## src/rtl/uart_cmd_ctrl.sv

```systemverilog
// Byte-oriented command front end: 'W' addr data / 'R' addr frames from a UART
// are turned into register bus strobes, answered with ACK, read data or NAK.
module uart_cmd_ctrl #(
  parameter int CLK_FREQ = 25000000,
  parameter int TIMEOUT  = 250000
) (
  input  logic       iClk,
  input  logic       iRst,
  input  logic [7:0] iRxData,
  input  logic       iRxValid,
  output logic [7:0] oTxData,
  output logic       oTxValid,
  input  logic       iTxBusy,
  output logic [7:0] oAddr,
  output logic [7:0] oWData,
  output logic       oWr,
  output logic       oRd,
  input  logic [7:0] iRData,
  input  logic       iAck,
  output logic       oBusy,
  output logic       oErr
);

  if (TIMEOUT < 2 || TIMEOUT > 16777215) begin : g_bad_timeout
    $error("uart_cmd_ctrl: TIMEOUT must lie in 2..16777215");
  end
  if (CLK_FREQ <= 0) begin : g_bad_clk
    $error("uart_cmd_ctrl: CLK_FREQ must be positive");
  end

  typedef enum logic [2:0] {
    S_IDLE,
    S_ADDR,
    S_DATA,
    S_BUS,
    S_RESP
  } state_t;

  localparam logic [7:0]  CMD_W   = 8'h57;
  localparam logic [7:0]  CMD_R   = 8'h52;
  localparam logic [7:0]  RSP_ACK = 8'h06;
  localparam logic [7:0]  RSP_NAK = 8'h15;
  localparam logic [23:0] T_LAST  = 24'(TIMEOUT - 1);

  state_t      state, state_n;
  logic [23:0] timer, timer_n;
  logic [7:0]  addr, addr_n;
  logic [7:0]  wdata, wdata_n;
  logic [7:0]  resp, resp_n;
  logic        is_wr, is_wr_n;
  logic        wr, wr_n;
  logic        rd, rd_n;
  logic        err, err_n;
  logic        tx_fire;

  always_ff @(posedge iClk) begin
    if (iRst) begin
      state <= S_IDLE;
      timer <= '0;
      addr  <= '0;
      wdata <= '0;
      resp  <= '0;
      is_wr <= 1'b0;
      wr    <= 1'b0;
      rd    <= 1'b0;
      err   <= 1'b0;
    end else begin
      state <= state_n;
      timer <= timer_n;
      addr  <= addr_n;
      wdata <= wdata_n;
      resp  <= resp_n;
      is_wr <= is_wr_n;
      wr    <= wr_n;
      rd    <= rd_n;
      err   <= err_n;
    end
  end

  always_comb begin
    state_n = state;
    timer_n = timer;
    addr_n  = addr;
    wdata_n = wdata;
    resp_n  = resp;
    is_wr_n = is_wr;
    wr_n    = 1'b0;
    rd_n    = 1'b0;
    err_n   = 1'b0;
    tx_fire = 1'b0;
    case (state)
      S_IDLE: begin
        timer_n = '0;
        if (iRxValid) begin
          if (iRxData == CMD_W || iRxData == CMD_R) begin
            is_wr_n = (iRxData == CMD_W);
            state_n = S_ADDR;
          end else begin
            resp_n  = RSP_NAK;
            err_n   = 1'b1;
            state_n = S_RESP;
          end
        end
      end
      S_ADDR: begin
        if (iRxValid) begin
          addr_n  = iRxData;
          timer_n = '0;
          if (is_wr) begin
            state_n = S_DATA;
          end else begin
            rd_n    = 1'b1;
            state_n = S_BUS;
          end
        end else if (timer == T_LAST) begin
          timer_n = '0;
          state_n = S_IDLE;
        end else begin
          timer_n = timer + 24'd1;
        end
      end
      S_DATA: begin
        if (iRxValid) begin
          wdata_n = iRxData;
          timer_n = '0;
          wr_n    = 1'b1;
          state_n = S_BUS;
        end else if (timer == T_LAST) begin
          timer_n = '0;
          state_n = S_IDLE;
        end else begin
          timer_n = timer + 24'd1;
        end
      end
      S_BUS: begin
        // The strobe cycle itself never counts as an acknowledge.
        if (iAck && !(wr || rd)) begin
          resp_n  = is_wr ? RSP_ACK : iRData;
          timer_n = '0;
          state_n = S_RESP;
        end else if (timer == T_LAST) begin
          resp_n  = RSP_NAK;
          err_n   = 1'b1;
          timer_n = '0;
          state_n = S_RESP;
        end else begin
          timer_n = timer + 24'd1;
        end
      end
      S_RESP: begin
        if (!iTxBusy) begin
          tx_fire = 1'b1;
          state_n = S_IDLE;
        end
      end
      default: state_n = S_IDLE;
    endcase
  end

  // Strobes are masked while reset is held so nothing leaks out in its first cycle.
  assign oAddr    = addr;
  assign oWData   = wdata;
  assign oTxData  = resp;
  assign oWr      = wr & ~iRst;
  assign oRd      = rd & ~iRst;
  assign oErr     = err & ~iRst;
  assign oTxValid = tx_fire & ~iRst;
  assign oBusy    = (state != S_IDLE) & ~iRst;

endmodule
```

## config.mk

```make
export PLATFORM = sky130hd
export DESIGN_NAME = uart_cmd_ctrl
export DESIGN_NICKNAME = d
export VERILOG_FILES = /design/src/rtl/uart_cmd_ctrl.sv
export SDC_FILE = /design/constraint.sdc
export NUM_CORES = 1
export LEC_CHECK = 0
export ABC_AREA = 1
export CORE_ASPECT_RATIO = 1.2
export CORE_MARGIN = 5
export CORE_UTILIZATION = 55
export DETAILED_ROUTE_END_ITERATION = 8
export PLACE_DENSITY_LB_ADDON = 0.2
export SETUP_SLACK_MARGIN = 0.2
export SLEW_MARGIN = 40
export SYNTH_ARGS = -nofsm -noshare
export SYNTH_HDL_FRONTEND = slang
export SYNTH_SLANG_ARGS = --single-unit
```

## constraint.sdc

```tcl
create_clock -name iClk -period 3.85 [get_ports iClk]
set_input_delay 0.5775 -clock iClk [delete_from_list [all_inputs] [get_ports iClk]]
set_output_delay 0.5775 -clock iClk [all_outputs]
set_load 0.02 [all_outputs]
```

Word level (Yosys, flattened, before mapping)
Index checks and enable logic that the tools add are counted.
{"block": "classes", "n_addsub": 1, "n_eq_ne": 11, "n_mux": 29, "n_bitwise": 9, "reduce_logical": 16}
{"operator": "24-bit 2-to-1 mux", "n": 3}
{"operator": "24-bit one-hot mux with 3 select lines", "n": 1}
{"operator": "8-bit 2-to-1 mux", "n": 5}
{"operator": "24-bit by 1-bit adder with 24-bit output, second input constant", "n": 1}
{"operator": "24-bit by 18-bit == test with 1-bit output, second input constant", "n": 1}
{"operator": "3-bit 2-to-1 mux", "n": 8}
{"operator": "8-bit by 7-bit == test with 1-bit output, second input constant", "n": 2}
{"operator": "8-bit one-hot mux with 2 select lines", "n": 1}
{"operator": "3-bit one-hot mux with 5 select lines", "n": 1}
{"operator": "1-bit 2-to-1 mux", "n": 9}
{"operator": "3-bit by 2-bit == test with 1-bit output, second input constant", "n": 2}
{"operator": "2-bit != test, second input constant", "n": 3}
{"operator": "3-bit AND reduction", "n": 2}
{"operator": "3-bit nonzero test", "n": 2}
{"operator": "1-bit AND", "n": 5}
{"operator": "1-bit NOT", "n": 4}
{"operator": "2-bit AND reduction", "n": 2}
{"operator": "4-bit AND reduction", "n": 1}
{"operator": "2-bit OR reduction", "n": 2}
{"operator": "3-bit by 1-bit == test with 1-bit output, second input constant", "n": 1}
{"operator": "3-bit == test, second input constant", "n": 1}
{"operator": "3-bit logical NOT", "n": 1}
{"operator": "3-bit != test, second input constant", "n": 1}
{"operator": "3-bit OR reduction", "n": 1}
{"operator": "5 further kinds", "n": 6}
{"block": "totals", "regBits": 55, "inputBits": 21, "output_inout_bits": 29, "word_cells": 75}

Longest topological paths before layout
{"block": "depth", "depth_word": 5, "ltp_mapped": 11, "depth_no_buf": 11}

Least setup slack after synthesis
No wires, ideal clock.
{"block": "synth_path", "path_type": "flip-flop to output port", "start": "register state[2]", "end": "output oTxValid", "arrival_time_ns": 1.335, "required_time_ns": 3.273, "slack_ns": 1.938, "stages_incl_launch_ff": 5, "path_buffers": 2, "cell_sequence": "dfxtp_1 buf_2 clkbuf_1 nand2_1 nor3_1"}
{"block": "synth_via", "elab_chain_len": 3}
{"item": "start: declaration", "line_no": "45", "source": "state_t state, state_n;"}
{"item": "start signal: assignment", "line_no": "68", "source": "state <= state_n;"}
{"item": "3-bit == test", "line_no": "91", "source": "case (state)"}
{"item": "1-bit 2-to-1 mux", "line_no": "91"}
{"item": "1-bit AND", "line_no": "167", "source": "assign oTxValid = tx_fire & ~iRst;"}
{"item": "end: declaration", "line_no": "12", "source": "output logic oTxValid,"}
No other way between the ends.

Final worst setup path
{"block": "layout_path", "start": "input iRst", "end": "output oTxValid"}
{"block": "layout_via", "elab_chain_len": 2}
{"item": "start: declaration", "line_no": "8", "source": "input logic iRst,"}
{"item": "1-bit NOT", "line_no": "167"}
{"item": "1-bit AND", "line_no": "167"}
No other way between the ends.

==> results.md <==
* Synthesis-to-layout area growth at 23.5%
* Worst skew pair latency at 0.31 ns
* Layout Cells excl Fill at 538
* Layout Nets at 499
* Dpl ws at 0.948 ns
* Async set-or-reset flop fraction in the synthesized netlist at 0%
* Post-CTS Hold Fix Bufs at 0
* Critical Path Max Stage Delay at 0.78 ns
* Unique cell type count in the Yosys netlist at 29
* Cells after Synth at 429
* Hold Path Class: register to register
* First-pass GRT wire length at 12,000 um
* Fin crit share at 75.0%
* Final Hold Viols at 0
* Initial antenna violation count at 0
* Slew headroom at 51.2%
* Die extent in y at 88.2 um
* Number of rows created at floorplan at 28
* IO Count at 50
* Fmax at 0.347 GHz
* Root buf cell: clkbuf_8
* Critical Path AT at 2.31 ns
* Pwr Total at 1.08 mW
* Critical path startpoint category: input pin
* Req. time, crit path at 3.27 ns
* Vias after detailed routing at 2,884
* DRT iter0 DRCs at 255
* CTS buffer count at 5
* FF-to-FF Start: state[2]
* Maximum vdd drop at 0.222 mV
* Final setup fails at 0
* PwrDens at 311 mW/mm2
* Worst setup margin at 0.964 ns
* Synth Cell Area at 0.00280 mm2
* Top cell by count, worst path: clkdlybuf4s50_1
* Worst Setup SP: iRst
* Yosys top cell area share at 39.3%
* Primary FF master, synth: dfxtp_1
* Yosys Warn Count at 0
* I/O Buffers at 49
* Crit Path Max Fanout at 19
* Hold slack at 0.450 ns
* Flop2flop setup slack at 1.76 ns
* Commonest non-fill, non-tap cell in the layout: nand2_1
* Setup TNS Final at 0 ns
* Area contributors post-synth: dfxtp_1 (39%), nand2_1 (14%), a21oi_1 (8.0%)
* Total GRT Usage at 22.7%
* Fin. max-slew vios at 0
* Placed cells at 530
* # diodes at 0
* Simple-Gate Fraction of Synth Area at 33.1%
* End-of-flow core utilization at 70.0%
* R2R cell count at 10
* Post-synth EDFFs at 0
* Fill cells at 426
* R2R Path End: timer[11]
* First-pass detailed-route iteration total at 4
* Net Count, Synth at 451
* Complex-gate fraction of the synthesized area at 15.9%
* CTS clk-pin slew, worst paths at 0.10 ns
* DRC Markers at 0
* Syn Area/Cell at 6.53 um2
* Number of global-route vias before repair at 2,797
* CTS tree: done
* Xor and xnor area share after synthesis at 2.19%
* Min cycle time layout at 2.89 ns
* Max cap viols at 0
* Ratio of cells with drive above 1 in the final layout at 5.23%
* Die area at 0.00662 mm2
* Setup bufs post-CTS at 0
* Gpl congestion at 0.887
* Design area at 0.00346 mm2
* RSZ-0062 raised after global routing: no
* DR WL/cell at 12.7 um
* Vias/cell at 5.36
* Critical path class: input pin to output port
* H-tree Lvls at 2
* CP endpoint kind: output port
* Largest net degree at the start of global routing at 31
* Initial Util at 56.7%
* Sequential fraction of the synthesis area at 39.3%
* Post-synthesis mux area share at 0%
* Routed Antenna Nets at 0
* Most frequent cells in the layout: nand2_1 (105), nor2_1 (60), dfxtp_1 (55)
* GRT overflow at 0
* Critical path's slowest cell: clkdlybuf4s50_1
* Yosys reg bits at 55
* Clk sinks at 55
* Clock Path Buffers at 2
* Post-cts sizing count at 0
* WL final at 6810 um
* Post-DP Area at 0.00334 mm2
* Area share of fa/ha/maj cells after synthesis at 0.447%
* Largest family of logic cells by synthesized area: simple AND/OR/NAND/NOR gates
* Measured slew at the worst slew-check pin at 0.730 ns
* Detailed Place HPWL at 5030 um
* Worst-path cell chain: clkdlybuf4s50_1 -> nor3_1 -> clkdlybuf4s50_1
* Synth area leader: dfxtp_1
* Static Leak at 1.33 nW
* Clock skew at 0.0111 ns
* CORE AREA at 0.00494 mm2
* Critical Path End: oTxValid
* Outcome: finished clean
* Horiz. Die Dim at 75.1 um
[worst min-delay path by stage]
stage	endpoint	slack, ns	startpoint	cells after the start
floorplan	timer[0]	0.46	timer[0]	2
global placement	oAddr[2]	0.43	oAddr[2]	2
detailed placement	oAddr[7]	0.44	oAddr[7]	2
CTS	oAddr[7]	0.45	oAddr[7]	2
global route	oAddr[3]	0.48	oAddr[3]	2
finish	oAddr[7]	0.45	oAddr[7]	2
[where the power goes]
group          switching [mW]  internal, mW
combinational          0.0477        0.0391
sequential            0.00790         0.574
clock                   0.194         0.214
total                   0.250         0.828
[worst max-delay path: cells and delay by family]
family,cells,cell delay (ns)
buffers and inverters,2,1.41
and+or+nand+nor,1,0.31
[sequential cells by signal, indices dropped and copies added, names as in the netlist]
name and flops:
is_wr 1, oTxData 8, oWData 8, err 1, oAddr 8, wr 1
rd 1, timer 24, state 3
[cells by family after synthesis]
| group | count (synthesis) |
|---|---|
| DFF | 55 |
| buffers and inverters | 65 |
| AOI/OAI and AO/OA | 86 |
| and+or+nand+nor | 215 |
| adders and majority gates | 1 |
| xor gates and xnor gates | 7 |
[cell type report]
cell class	instances	area [um2]	share of cell area, %
Multi-Input combinational cell	309	1440	41.7
Sequential cell	55	1100	31.8
Timing Repair Buffer	52	513	14.8
Inverter	54	205	5.93
Clock buffer	6	82.6	2.39
Tap cell	60	75.1	2.17
Clock inverter	2	38.8	1.12
[cell usage after synthesis (2+ instances only)]
cell	n
nand4_1	6
inv_1	52
nand3_1	28
o21ai_0	32
nand3_2	2
or2_2	2
clkbuf_1	9
a21oi_1	45
nand2_1	105
xnor2_1	3
nor3_4	2
dfxtp_1	55
nor3_1	5
o31ai_1	2
xor2_1	4
o21ai_1	4
nor2_1	60
nand2_2	2
[routing by layer]
layer  routed length, um  track usage (%)  vias up
li1                    -                -     1473
met1                2890             27.0     1325
met2                3460             39.9       73
met3                 340             5.17       13
met4                 116             7.47        0
met5                   0                0        -
(Power assumes the default switching activity.)
